[src/rtl/alu_result_buffer.sv]
// ---------------------------------------------------------------------------
// alu_result_buffer
//
// Registered output stage for the 4-bit ALU. Each 8-bit result F and its
// opcode S are captured through a valid/ready handshake into a small
// first-word-fall-through FIFO. Optional status flags {GT, LT, C, Z} are
// derived at capture time and stored with the entry.
//
// Optional feature macro: ALU_RESULT_FLAGS_EN
//   defined   -> flag logic and 4 flag bits per entry are compiled in
//   undefined -> no flag storage, out_flags tied to 4'b0000
//
// Parameters:
//   DEPTH      FIFO entries (power of two, >= 2), default 4
//
// Ports:
//   clk        single clock, rising edge
//   rst        asynchronous active-high reset
//   in_valid   producer has a result on in_f/in_s
//   in_ready   buffer can accept a result this cycle (count != DEPTH)
//   in_f       ALU result F (8 bits)
//   in_s       ALU opcode S (2 bits)
//   flush      synchronous clear of all stored entries (beats push/pop)
//   out_valid  head entry is valid (count != 0)
//   out_ready  consumer accepts the head entry
//   out_f      head result
//   out_s      head opcode
//   out_flags  head flags {GT, LT, C, Z}
//   count      number of stored entries
// ---------------------------------------------------------------------------
module alu_result_buffer #(
  parameter int DEPTH = 4
) (
  input  logic                     clk,
  input  logic                     rst,
  input  logic                     in_valid,
  output logic                     in_ready,
  input  logic [7:0]               in_f,
  input  logic [1:0]               in_s,
  input  logic                     flush,
  output logic                     out_valid,
  input  logic                     out_ready,
  output logic [7:0]               out_f,
  output logic [1:0]               out_s,
  output logic [3:0]               out_flags,
  output logic [$clog2(DEPTH):0]   count
);

  localparam int PW = $clog2(DEPTH);
  localparam int CW = PW + 1;
  localparam logic [CW-1:0] FULL_COUNT = CW'(DEPTH);

`ifdef ALU_RESULT_FLAGS_EN
  // Entry layout: {flags[3:0], s[1:0], f[7:0]}
  localparam int EW = 14;

  // Status flags {GT, LT, C, Z} for one ALU result.
  function automatic logic [3:0] calc_flags(input logic [7:0] f, input logic [1:0] s);
    logic z;
    logic c;
    logic lt;
    logic gt;
    z  = (f == 8'h00);
    case (s)
      2'b00:   c = f[4];       // add: carry out of the 4-bit sum
      2'b01:   c = f[7];       // sub: borrow shows as a negative difference
      2'b10:   c = |f[7:4];    // mul: product wider than 4 bits
      2'b11:   c = 1'b0;       // compare: no carry meaning
      default: c = 1'b0;
    endcase
    lt = (s == 2'b11) && (f == 8'h01);
    gt = (s == 2'b11) && (f == 8'h02);
    return {gt, lt, c, z};
  endfunction
`else
  // Entry layout: {s[1:0], f[7:0]}
  localparam int EW = 10;
`endif

  logic [EW-1:0] mem_r [DEPTH];
  logic [PW-1:0] wr_ptr_r;
  logic [PW-1:0] rd_ptr_r;
  logic [CW-1:0] count_r;
  logic          valid_r;
  logic          ready_r;

  logic          push_s;
  logic          pop_s;
  logic [PW-1:0] wr_ptr_nxt_s;
  logic [PW-1:0] rd_ptr_nxt_s;
  logic [CW-1:0] count_nxt_s;
  logic [EW-1:0] entry_s;
  logic [EW-1:0] head_s;

  // Handshakes use only registered status, so nothing combinational
  // from the inputs reaches any output.
  assign push_s = in_valid && ready_r;
  assign pop_s  = valid_r && out_ready;

`ifdef ALU_RESULT_FLAGS_EN
  assign entry_s = {calc_flags(in_f, in_s), in_s, in_f};
`else
  assign entry_s = {in_s, in_f};
`endif

  // Next-state computation for pointers and occupancy; flush wins over all.
  always_comb begin
    wr_ptr_nxt_s = wr_ptr_r;
    rd_ptr_nxt_s = rd_ptr_r;
    count_nxt_s  = count_r;
    if (flush) begin
      wr_ptr_nxt_s = {PW{1'b0}};
      rd_ptr_nxt_s = {PW{1'b0}};
      count_nxt_s  = {CW{1'b0}};
    end else begin
      if (push_s) begin
        wr_ptr_nxt_s = wr_ptr_r + PW'(1);
      end else begin
        wr_ptr_nxt_s = wr_ptr_r;
      end
      if (pop_s) begin
        rd_ptr_nxt_s = rd_ptr_r + PW'(1);
      end else begin
        rd_ptr_nxt_s = rd_ptr_r;
      end
      case ({push_s, pop_s})
        2'b10:   count_nxt_s = count_r + CW'(1);
        2'b01:   count_nxt_s = count_r - CW'(1);
        default: count_nxt_s = count_r;
      endcase
    end
  end

  // Control state; valid/ready are kept as registers tracking the next count.
  always_ff @(posedge clk or posedge rst) begin
    if (rst) begin
      wr_ptr_r <= {PW{1'b0}};
      rd_ptr_r <= {PW{1'b0}};
      count_r  <= {CW{1'b0}};
      valid_r  <= 1'b0;
      ready_r  <= 1'b1;
    end else begin
      wr_ptr_r <= wr_ptr_nxt_s;
      rd_ptr_r <= rd_ptr_nxt_s;
      count_r  <= count_nxt_s;
      valid_r  <= (count_nxt_s != {CW{1'b0}});
      ready_r  <= (count_nxt_s != FULL_COUNT);
    end
  end

  // Entry storage; not reset, and a flush cycle discards the offered data.
  always_ff @(posedge clk) begin
    if (push_s && !flush) begin
      mem_r[wr_ptr_r] <= entry_s;
    end
  end

  // Head entry falls through straight from storage.
  assign head_s    = mem_r[rd_ptr_r];
  assign out_f     = head_s[7:0];
  assign out_s     = head_s[9:8];
`ifdef ALU_RESULT_FLAGS_EN
  assign out_flags = head_s[13:10];
`else
  assign out_flags = 4'b0000;
`endif

  assign out_valid = valid_r;
  assign in_ready  = ready_r;
  assign count     = count_r;

endmodule

[config.mk]
export PLATFORM = sky130hd
export DESIGN_NAME = alu_result_buffer
export DESIGN_NICKNAME = d
export VERILOG_FILES = /design/src/rtl/alu_result_buffer.sv
export SDC_FILE = /design/constraint.sdc
export NUM_CORES = 1
export LEC_CHECK = 0
export CAP_MARGIN = 20
export CORE_ASPECT_RATIO = 1.75
export CORE_MARGIN = 1
export CORE_UTILIZATION = 52
export CTS_CLUSTER_DIAMETER = 50
export DETAILED_ROUTE_END_ITERATION = 7
export GPL_ROUTABILITY_DRIVEN = 0
export PLACE_DENSITY = 0.78
export SYNTH_ARGS = -nofsm -noshare
export SYNTH_HDL_FRONTEND = slang
export SYNTH_SLANG_ARGS = --single-unit
[constraint.sdc]
create_clock -name clk -period 2.25 [get_ports clk]
set_input_delay 0.675 -clock clk [delete_from_list [all_inputs] [get_ports clk]]
set_output_delay 0.675 -clock clk [all_outputs]
set_load 0.03 [all_outputs]
[Word-level counts from Yosys, hierarchy flattened]
Memories as Yosys holds them, arrays and structs flattened.
Cells that the tools add are included.
Word-level totals
  register bits after elaboration: 9
  memories: 1
  logic and storage cells: 28
  output and inout bits: 19
  input bits: 15
  bits in writable memories: 40
Cells by class
  reductions and logical operators: 7
  $add $sub $neg: 4
  equality and inequality tests: 3
  mux-type cells: 8
Memories
  mem_r: words 4, width 10, rd ports 1, clocked after Yosys merged registers in 0, wr ports 1, line 80  | logic [EW-1:0] mem_r [DEPTH];
Operator list (count)
  $mux W2: 4
  $pmux W3 S2: 1
  $add A2 B1 Y2 const B: 2
  $reduce_bool A2 Y1: 2
  $add A3 B1 Y3 const B: 1
  $logic_and A1 B1 Y1: 3
  $mux W3: 1
  $ne A3 B3 Y1 const B: 1
  $reduce_bool A3 Y1: 1
  $sub A3 B1 Y3 const B: 1
  $eq A2 B1 Y1 const B: 1
  $eq A2 B2 Y1 const B: 1
  $mux W1: 2
  $logic_not A1 Y1: 1

[Longest topological paths before layout]
Gate-level depths: netlist of the first run.
  depth in word-level cells: 5
  mapped depth: 6
  depth with buffers taken out: 6

[Worst setup path after synthesis of the first run]
Ideal clock, no wire load.
  path type: input-to-reg
  from: input port out_ready
  to: register valid_r, in the netlist out_valid
  stages on the path: 6
  data arrival time: 2111 ps
  buffers on the path: 0
  required time: 2118 ps
  library setup time: 132 ps
  path slack: 8 ps
  cells stage by stage: and2_1 -> ha_1 -> fa_1 -> nor3b_2 -> a211o_2 -> or3b_1
Between the ends
  cells in the longest elaborated chain, start to end: 5
  elaborated cells on any way between the ends: 6
  those cells by class: eq/ne (2); mux (2); reduce/logical (2)
Ends and longest elaborated chain
  start, declared: line 42  | input logic out_ready,
  $logic_and A1 B1 Y1 *: line 98  | assign pop_s = valid_r && out_ready;
  $eq A2 B1 Y1 or $eq A2 B2 Y1 (tied branches): line 126  | case ({push_s, pop_s})
  $pmux W3 S2 *: line 126
  $mux W3 *: line 111  | if (flush) begin
  $reduce_bool A3 Y1 *: line 146  | valid_r <= (count_nxt_s != {CW{1'b0}});
  end signal, assigned: line 146
  end, declared: line 84  | logic valid_r;
Every way passes the cells marked *; elsewhere a longest branch is shown, timed or not.
A chain may end at the register's enable or synchronous reset.

[Worst setup path after layout of the first run]
  from: register rd_ptr_r[0]
  to: output port out_f[2]
Between the ends
  cells in the longest elaborated chain, start to end: 1
Ends and longest elaborated chain
  start, declared: line 82  | logic [PW-1:0] rd_ptr_r;
  start signal, assigned: line 138  | rd_ptr_r <= {PW{1'b0}};
  start signal, assigned: line 144  | rd_ptr_r <= rd_ptr_nxt_s;
  $mem_v2 Z4 W10
  end, declared: line 43  | output logic [7:0] out_f,
Every way passes these cells.

==> results of run 1 <==
[flip-flops by register name, indices dropped and copies added (netlist names)]
| signal | flops |
|---|---|
| in_ready | 1 |
| mem_r | 40 |
| rd_ptr_r | 2 |
| count | 3 |
| out_valid | 1 |
| wr_ptr_r | 2 |
[worst max-delay path by stage]
stage,to,startpoint,slack (ps)
2_1_floorplan,out_valid,out_ready,8
3_3_place_gp,out_valid,out_ready,-420
3_5_place_dp,in_ready,out_ready,-570
4_1_cts,out_f[4],rd_ptr_r[0],-0.9
5_1_grt,out_f[2],rd_ptr_r[0],-40
6_report,out_f[2],rd_ptr_r[0],20
[stage by stage]
step,TNS (ps),hold slack (ps),power (W)
2_1_floorplan,0,502,0.00161
3_3_place_gp,-1750,538,0.00189
3_5_place_dp,-2500,549,0.00191
4_1_cts,-0.900,568,0.00252
5_1_grt,-294,597,0.00261
6_report,0,556,0.00252
[per-layer routing]
| layer | GRT usage | routed length [µm] | vias up |
|---|---|---|---|
| met3 | 0.0362 | 120 | 7 |
| met5 | 0 | 0 | - |
| met4 | 0.0882 | 68 | 0 |
| met1 | 0.153 | 1100 | 529 |
| li1 | - | - | 491 |
| met2 | 0.345 | 1880 | 28 |
[cell usage in the layout (no fill, tap or decap), types with 2 or more instances in the layout]
cell	instances
nor2_1	7
dlygate4sd2_1	2
a21oi_1	2
nand3_1	2
edfxtp_1	40
clkbuf_8	5
mux4_2	10
buf_12	4
dfrtp_1	8
xnor2_1	2
clkdlybuf4s50_1	17
conb_1	4
ha_1	4
and2_1	4
buf_4	11
xor2_1	3
buf_6	9
inv_1	4
[repair_timing]
action,CTS,global route
buffers inserted,0,1
pin swaps,5,0
endpoints found under the setup margin,13,10
resized for setup,72,3
[kinds of logic (layout without fill, tap and decap cells)]
family	Yosys count	count (layout)	share of synthesized area
xor gates and xnor gates	5	5	0.0218
other	1	4	0.00186
muxes	11	11	0.117
and+or+nand+nor	21	21	0.0584
adders and majority gates	6	6	0.0410
DFF	49	49	0.709
AOI/OAI and AO/OA	4	4	0.0124
buffers and inverters	12	56	0.0385
[layout make-up]
class                   instances  area [µm²]  share of cell area
inverters                       4        15.0             0.00576
flip-flops and latches         49        1430               0.548
clock inverters                 2        35.0              0.0134
well taps                      46        57.6              0.0221
clock buffers                   6        72.6              0.0278
multi-input cells              51         543               0.208
repair buffers                 44         457               0.175
[power by group through the flow]
| stage | clock network (W) | logic (W) | registers [W] |
|---|---|---|---|
| after floorplan | 0 | 0.000415 | 0.00120 |
| after global placement | 0 | 0.000743 | 0.00114 |
| after detailed placement | 0 | 0.000764 | 0.00114 |
| after CTS | 0.000600 | 0.000788 | 0.00113 |
| after global routing | 0.000627 | 0.000849 | 0.00114 |
| final | 0.000590 | 0.000799 | 0.00113 |
[worst reg2reg max path: cells and delay by family (launching register included)]
| kind | cells | cell delay [ps] |
|---|---|---|
| AOI/OAI and AO/OA | 1 | 120 |
| xor gates and xnor gates | 1 | 220 |
| adders and majority gates | 2 | 590 |
| DFF | 1 | 560 |
| and+or+nand+nor | 2 | 450 |
==> impl_metrics.yaml, run 1 <==
route:
  drc: 0
  wl_um: 3170
  wl_per_cell_um: 15.7
  vias: 1055
  ant_nets: 0
  drt_iter0_markers: 31
  drt_pass1_iterations: 4
  post_drt_via_cell_ratio: 5.22
power_and_ir_drop:
  swShare: 0.284
  seqPwrFrac: 0.448
  peakVddDrop_mv: 0.793
  p_per_area_nw_per_um2: 965
  p_int_w: 0.00180
  leakage_nw: 0.976
  comb_power_share: 0.318
  p_switching_w: 0.000714
  p_clk_frac: 0.235
floorplanning:
  die_w_um: 49.0
  start_util: 0.549
  die_area_um2: 4130
  boundaryPins: 34
  die_h_um: 84.3
  rows: 29
  coreArea_um2: 3660
timing:
  finalHoldViolations: 0
  fin_worst_skew_ps: 8.14
  rsz0062_at_grt: "yes"
  setup_slack_ps: 15.8
  post-route-min-period_ps: 2230
  slew_viol_final: 0
  finalCritPeriodShare: 0.993
  fmax_ghz: 0.448
  setup_violations: 0
critical_path:
  max_stage_delay_ps: 520
  cpMaxStageDelayCell: "mux4_2"
  reg2reg_depth: 6
  r2r_slack_ps: 190
  crit_chain: "buf_12 > mux4_2 > buf_6"
  critical_path_arrival_ps: 1560
  start_kind: "flop"
  cp.depth: 3
  timing.rr.start: "in_ready"
  critPathMaxFanout: 10
  worst-setup-path-type: "reg -> out"
  crit_path_end_kind: "output pin"
  cp_top_family: "multiplexers"
  crit_required_ps: 1570
  critPathBufInv: 2
  r2r-end: "out_valid"
hold_path:
  whs_path_depth: 2
  holdPathEnd: "wr_ptr_r[1]"
  worstHoldPathType: "reg -> reg"
  holdCritStartpoint: "in_ready"
synth:
  yosys.area.top_type: "edfxtp_1"
  seq_area_frac_synth: 0.709
  synth_flop_cell: "edfxtp_1"
  synth_common_cells: "edfxtp_1, mux4_2, dfrtp_1"
  netlist_area_um2: 2010
  synthTopCellsByArea: "edfxtp_1, mux4_2, dfrtp_1, ha_1, and2_1"
  ys_async_sr_fraction: 0.184
  synth_edf_count: 40
  yosysMostFrequentCell: "edfxtp_1"
  ys_types: 26
  yosysTopAreaCellShare: 0.597
  ys_ff_latch: 49
  yosys_warnings: 0
  avgSynthCellArea_um2: 18.5
  syn-instance-count: 109
place:
  placed_area_um2: 2460
  hpwl_um: 2310
  dp.cells: 193
  io_buffers: 29
  dpl_worst_slack_ps: -567
cells_and_area:
  fin_util: 0.712
  drive_above_1_share: 0.314
  fin_area_um2: 2610
  diodes: 0
  nNetsFinal: 176
  layout.cells.non_filler: 202
  fillers: 250
  syn_to_final_growth_pct: 29.5
cts:
  clkSlewWorstSetupHoldPaths_ps: 80
  clock-root-buffer: "clkbuf_8"
  clock_latency_ps: 290
  clock_path_buffers: 2
  cts_max_level: 2
  cts-hold-fix-buffers: 0
  clock-sinks: 49
  cts_tree: "yes"
  cts_buffers: 5
global_routing:
  overflow: 0
  grt_pass1_vias: 1103
  grtUsageTotal: 0.173
  grt_antenna_before_repair: 0
  grt_pass1_wl_um: 5000
  grt_max_degree: 16
outcome:
  outcome: "finished clean"
job:
  maxCapViolCount: 0
No activity file was read; power rests on OpenSTA's default activity.
==> run 2: changes to the inputs <==
==> constraint.sdc (replaced) <==
create_clock -name clk -period 2.37 [get_ports clk]
set_input_delay 0.711 -clock clk [delete_from_list [all_inputs] [get_ports clk]]
set_output_delay 0.711 -clock clk [all_outputs]
set_load 0.03 [all_outputs]
==> run 2 against run 1 <==
  * Non-clock buffer count down 2
  * Setup slack gained 75 ps
  * Sequential power decreased by 5%
  * Clock skew fell by 6.7 ps
  * Sequential cell count stayed put
  * Wire length is 10% higher
  * Largest power group unchanged
  * Critical path type unchanged
  * Sequential share of layout area up 2.2 points
  * First-iteration DRC count fell by 9.7%
  * Via count down 1.7%
  * Cell count fell by 0.99%
  * Cell area fell by 3.7%
==> impl_metrics.yaml, run 2 (synthesis gave the netlist of run 1 again) <==
timing:
  post-route-min-period_ps: 2280
  setup_violations: 0
  rsz0062_at_grt: "no"
  hold_slack_ps: 558
  fin_worst_skew_ps: 1.40
  setup_slack_ps: 91.0
  finalCritPeriodShare: 0.962
  slew_viol_final: 0
  finalHoldViolations: 0
  fmax_ghz: 0.439
cts:
  post_cts_buffers: 0
  cts_max_level: 2
  clock_latency_ps: 280
  clkSlewWorstSetupHoldPaths_ps: 80
  cts_buffers: 5
  clock-root-buffer: "clkbuf_8"
  cts_tree: "yes"
  clock_path_buffers: 2
  clock-sinks: 49
cells_and_area:
  final_common_cell: "edfxtp_1"
  largest_register: "mem_r"
  nNetsFinal: 174
  fin_area_um2: 2510
  layout.cells.non_filler: 200
  diodes: 0
  fin_util: 0.685
  syn_to_final_growth_pct: 24.7
  largest_register_ffs: 40
  drive_above_1_share: 0.305
  layout_common_cells: "edfxtp_1, clkdlybuf4s50_1, mux4_2, buf_2, buf_4"
power_and_ir_drop:
  peakVddDrop_mv: 0.631
  p_per_area_nw_per_um2: 880
  leakage_nw: 0.933
hold_path:
  whs_path_depth: 2
  worstHoldPathType: "reg -> reg"
  holdPathEnd: "wr_ptr_r[1]"
  holdCritStartpoint: "in_ready"
global_routing:
  grt_max_degree: 15
  use_met1: 0.191
  use_met3: 0.0489
  grt_antenna_before_repair: 0
  overflow: 0
  grt_pass1_vias: 1167
  use_met2: 0.365
  top_usage_layer: "met2"
  grt_pass1_wl_um: 5670
  grtUsageTotal: 0.196
critical_path:
  crit_required_ps: 1660
  timing.rr.start: "in_ready"
  start_kind: "flop"
  crit_path_end_kind: "output pin"
  crit_chain: "buf_12 > mux4_2 > buf_2"
  max_stage_delay_ps: 520
  r2r-end: "out_valid"
  critPathMaxFanout: 10
  cpMaxStageDelayCell: "mux4_2"
  r2r_slack_ps: 330
  worst-setup-path-type: "reg -> out"
  critical_path_arrival_ps: 1570
  reg2reg_depth: 6
floorplanning:
  start_util: 0.549
  die_w_um: 49.0
  die_h_um: 84.3
  coreArea_um2: 3660
  rows: 29
  die_area_um2: 4130
  boundaryPins: 34
route:
  drt_iter0_markers: 28
  post_drt_via_cell_ratio: 5.19
  drc: 0
  vias: 1037
  wl_per_cell_um: 17.5
  drt_pass1_iterations: 4
  ant_nets: 0
  wl_um: 3490
place:
  placed_area_um2: 2460
  io_buffers: 29
  dpl_worst_slack_ps: -422
  hpwl_um: 2640
  dp.cells: 192
outcome:
  outcome: "finished clean"
job:
  maxCapViolCount: 0
[run 2: cell count changes in the layout (fill, tap and decap cells not counted), sizes merged]
cell    previous run  this run
buf               25        23
clkinv             1         3
clkbuf             6         5
bufinv             1         0
[run 2: per-stage QoR]
step	setup TNS (ps)	power, W
after CTS	-29.5	0.00224
after floorplan	0	0.00153
after global placement	-845	0.00179
after global routing	0	0.00231
final	0	0.00221
after detailed placement	-1210	0.00182
[run 2: worst max path at each step]
stage	from	end	slack [ps]	depth (start not counted)
detailed placement	out_ready	out_valid	-420	7
floorplan	out_ready	out_valid	90	6
CTS	rd_ptr_r[0]	out_f[2]	-30	3
global route	rd_ptr_r[0]	out_f[0]	40	3
global placement	out_ready	out_valid	-340	7
finish	rd_ptr_r[0]	out_f[0]	90	3
[run 2: critical path: cells and delay by family (launching register included)]
kind,cells,cell delay (ps)
flops,1,400
mux,1,520
buf+inv,2,360
[run 2: final cells by class]
type	count	area [µm²]
clock inverter	3	12.5
clock buffer	5	68.8
timing repair buffer	42	385
fill	252	1150
multi-input combinational	51	543
tap	46	57.6
inverter	4	15.0
sequential	49	1430
[run 2: layer usage]
metal,vias up,wire [µm]
li1,486,-
met1,511,1230
met2,32,2050
met3,8,119
met4,0,91
met5,-,0
[run 2: where the power goes]
| part | internal [W] | total, W | switching (W) |
|---|---|---|---|
| Sequential | 0.00101 | 0.00107 | 0.0000643 |
| Combinational | 0.000336 | 0.000701 | 0.000365 |
| Clock | 0.000199 | 0.000435 | 0.000236 |
| Total | 0.00154 | 0.00221 | 0.000666 |
[run 2: what timing repair did]
item                                   CTS  global route
endpoints found under the hold margin    0             0
hold buffers                             0             0
gates cloned                             0             0
gates resized for setup                 49             9
setup endpoints to repair               13             4
pin swaps                                4             0
==> run 3: changes to the inputs <==
--- a/config.mk
+++ b/config.mk
@@ -5,14 +5,14 @@
 export SDC_FILE = /design/constraint.sdc
 export NUM_CORES = 1
 export LEC_CHECK = 0
-export CAP_MARGIN = 20
 export CORE_ASPECT_RATIO = 1.75
 export CORE_MARGIN = 1
-export CORE_UTILIZATION = 52
+export CORE_UTILIZATION = 60
 export CTS_CLUSTER_DIAMETER = 50
 export DETAILED_ROUTE_END_ITERATION = 7
+export DONT_BUFFER_PORTS = 1
 export GPL_ROUTABILITY_DRIVEN = 0
-export PLACE_DENSITY = 0.78
+export PLACE_DENSITY = 0.76
 export SYNTH_ARGS = -nofsm -noshare
 export SYNTH_HDL_FRONTEND = slang
 export SYNTH_SLANG_ARGS = --single-unit
==> run 3 against run 2 <==
  * Sequential cell count is the same
  * Highest routed layer unchanged
  * Via count shrank 14%
  * Die area shrank 13%
  * Register-to-register slack lost 80 ps
==> impl_metrics.yaml, run 3 (synthesis gave the netlist of run 1 again) <==
outcome:
  outcome: "finished clean"
cells_and_area:
  largest_register: "mem_r"
  largest_register_ffs: 40
  diodes: 0
  syn_to_final_growth_pct: 7.58
  seqCellArea_um2: 1430
  nNetsFinal: 136
  multi_input_area_um2: 519
  layout_common_cells: "edfxtp_1, mux4_2, dfrtp_1, nor2_1, clkbuf_8"
  layout.cells.non_filler: 159
  final_common_cell: "edfxtp_1"
  drive_above_1_share: 0.207
  fillers: 235
critical_path:
  start_kind: "flop"
  crit_path_end_kind: "output pin"
  crit_chain: "buf_6 > mux4_2"
  max_stage_delay_ps: 630
  critPathBufInv: 1
  critPathMaxFanout: 10
  cpMaxStageDelayCell: "mux4_2"
  crit_start: "rd_ptr_r[0]"
  timing.rr.start: "in_ready"
  critical_path_arrival_ps: 1560
  cp_top_family: "multiplexers"
  crit_required_ps: 1660
  worst-setup-path-type: "reg -> out"
cts:
  post_cts_buffers: 0
  cts_max_level: 2
  clock-root-buffer: "clkbuf_8"
  clkSlewWorstSetupHoldPaths_ps: 80
  clock_latency_ps: 300
  clock-sinks: 49
  cts_tree: "yes"
  cts_buffers: 5
  clock_path_buffers: 2
route:
  drt_iter0_markers: 41
  vias: 897
  drt_pass1_iterations: 4
  wl_per_cell_um: 18.2
  post_drt_via_cell_ratio: 5.64
  ant_nets: 0
  drc: 0
  wl_um: 2890
timing:
  fin_worst_skew_ps: 4.90
  slew_headroom: 0.651
  post-route-min-period_ps: 2270
  fmax_ghz: 0.441
  worst_slew_pin_slew_ps: 524
  slew_viol_final: 0
  finalCritPeriodShare: 0.957
  setup_violations: 0
  rsz0062_at_grt: "no"
  hold_slack_ps: 266
  finalHoldViolations: 0
global_routing:
  grtUsageTotal: 0.198
  grt_pass1_wl_um: 4620
  grt_max_degree: 15
  grt_antenna_before_repair: 0
  top_usage_layer: "met2"
  grt_pass1_vias: 950
  use_met1: 0.202
  overflow: 0
  use_met2: 0.323
  use_met3: 0.0897
job:
  maxCapViolCount: 0
floorplanning:
  start_util: 0.634
  coreArea_um2: 3180
  die_h_um: 78.6
  die_area_um2: 3600
  rows: 27
  boundaryPins: 34
  die_w_um: 45.8
power_and_ir_drop:
  leakage_nw: 0.774
  peakVddDrop_mv: 0.757
  p_per_area_nw_per_um2: 999
place:
  hpwl_um: 2010
  io_buffers: 0
  dp.cells: 151
hold_path:
  worstHoldPathType: "in -> async"
run 3: cell type report:
class	instances	area share
Sequential cell	49	0.659
Multi-Input combinational cell	51	0.240
Clock buffer	7	0.0399
Tap cell	43	0.0248
Timing Repair Buffer	4	0.0156
Clock inverter	1	0.0139
Inverter	4	0.00693
run 3: final timing paths:
kind | to | slack, ps | cells past startpoint
min in group clk | rd_ptr_r[1] | 460 | 1
max | out_f[6] | 100 | 2
min | wr_ptr_r[0] | 270 | 1
min reg2reg | wr_ptr_r[1] | 580 | 2
max in group asynchronous | in_ready | 1790 | 1
max reg2reg | in_ready | 250 | 6
run 3: worst reg2reg max path: cells and delay by family (launching register included):
kind | cells | cell delay [ps]
AO/OA/AOI/OAI | 1 | 170
AND/OR/NAND/NOR | 2 | 490
XOR/XNOR | 1 | 210
adder cells (fa/ha/maj) | 2 | 620
flip-flops | 1 | 540
run 3: metal layers:
layer  up-vias  wire [µm]
met5         -          0
met4         0         77
met3         6        210
met1       446       1030
li1        409          -
met2        36       1580
run 3: power breakdown:
group          leakage, nW  switching [W]  internal [W]
clock network       0.0585       0.000251      0.000344
registers            0.480      0.0000995       0.00101
logic                0.235       0.000272      0.000187
total                0.774       0.000623       0.00154
run 3: repair_timing:
item                                    in CTS  in global routing
resized for setup                            0                  1
endpoints found under the setup margin       0                 10
hold buffers                                 0                  0
run 3: through the flow:
| step | setup slack, ps | instance area, µm² | power (W) | setup TNS (ps) | utilization |
|---|---|---|---|---|---|
| 6_report | 101 | 2170 | 0.00216 | 0 | 0.682 |
| 5_1_grt | 31.1 | 2170 | 0.00225 | 0 | 0.682 |
| 4_1_cts | 26.0 | 2160 | 0.00218 | 0 | 0.681 |
| 3_5_place_dp | -13.6 | 2050 | 0.00159 | -13.6 | 0.644 |
| 3_3_place_gp | 71.7 | 2050 | 0.00158 | 0 | 0.644 |
| 2_1_floorplan | 91.8 | 2020 | 0.00153 | 0 | - |
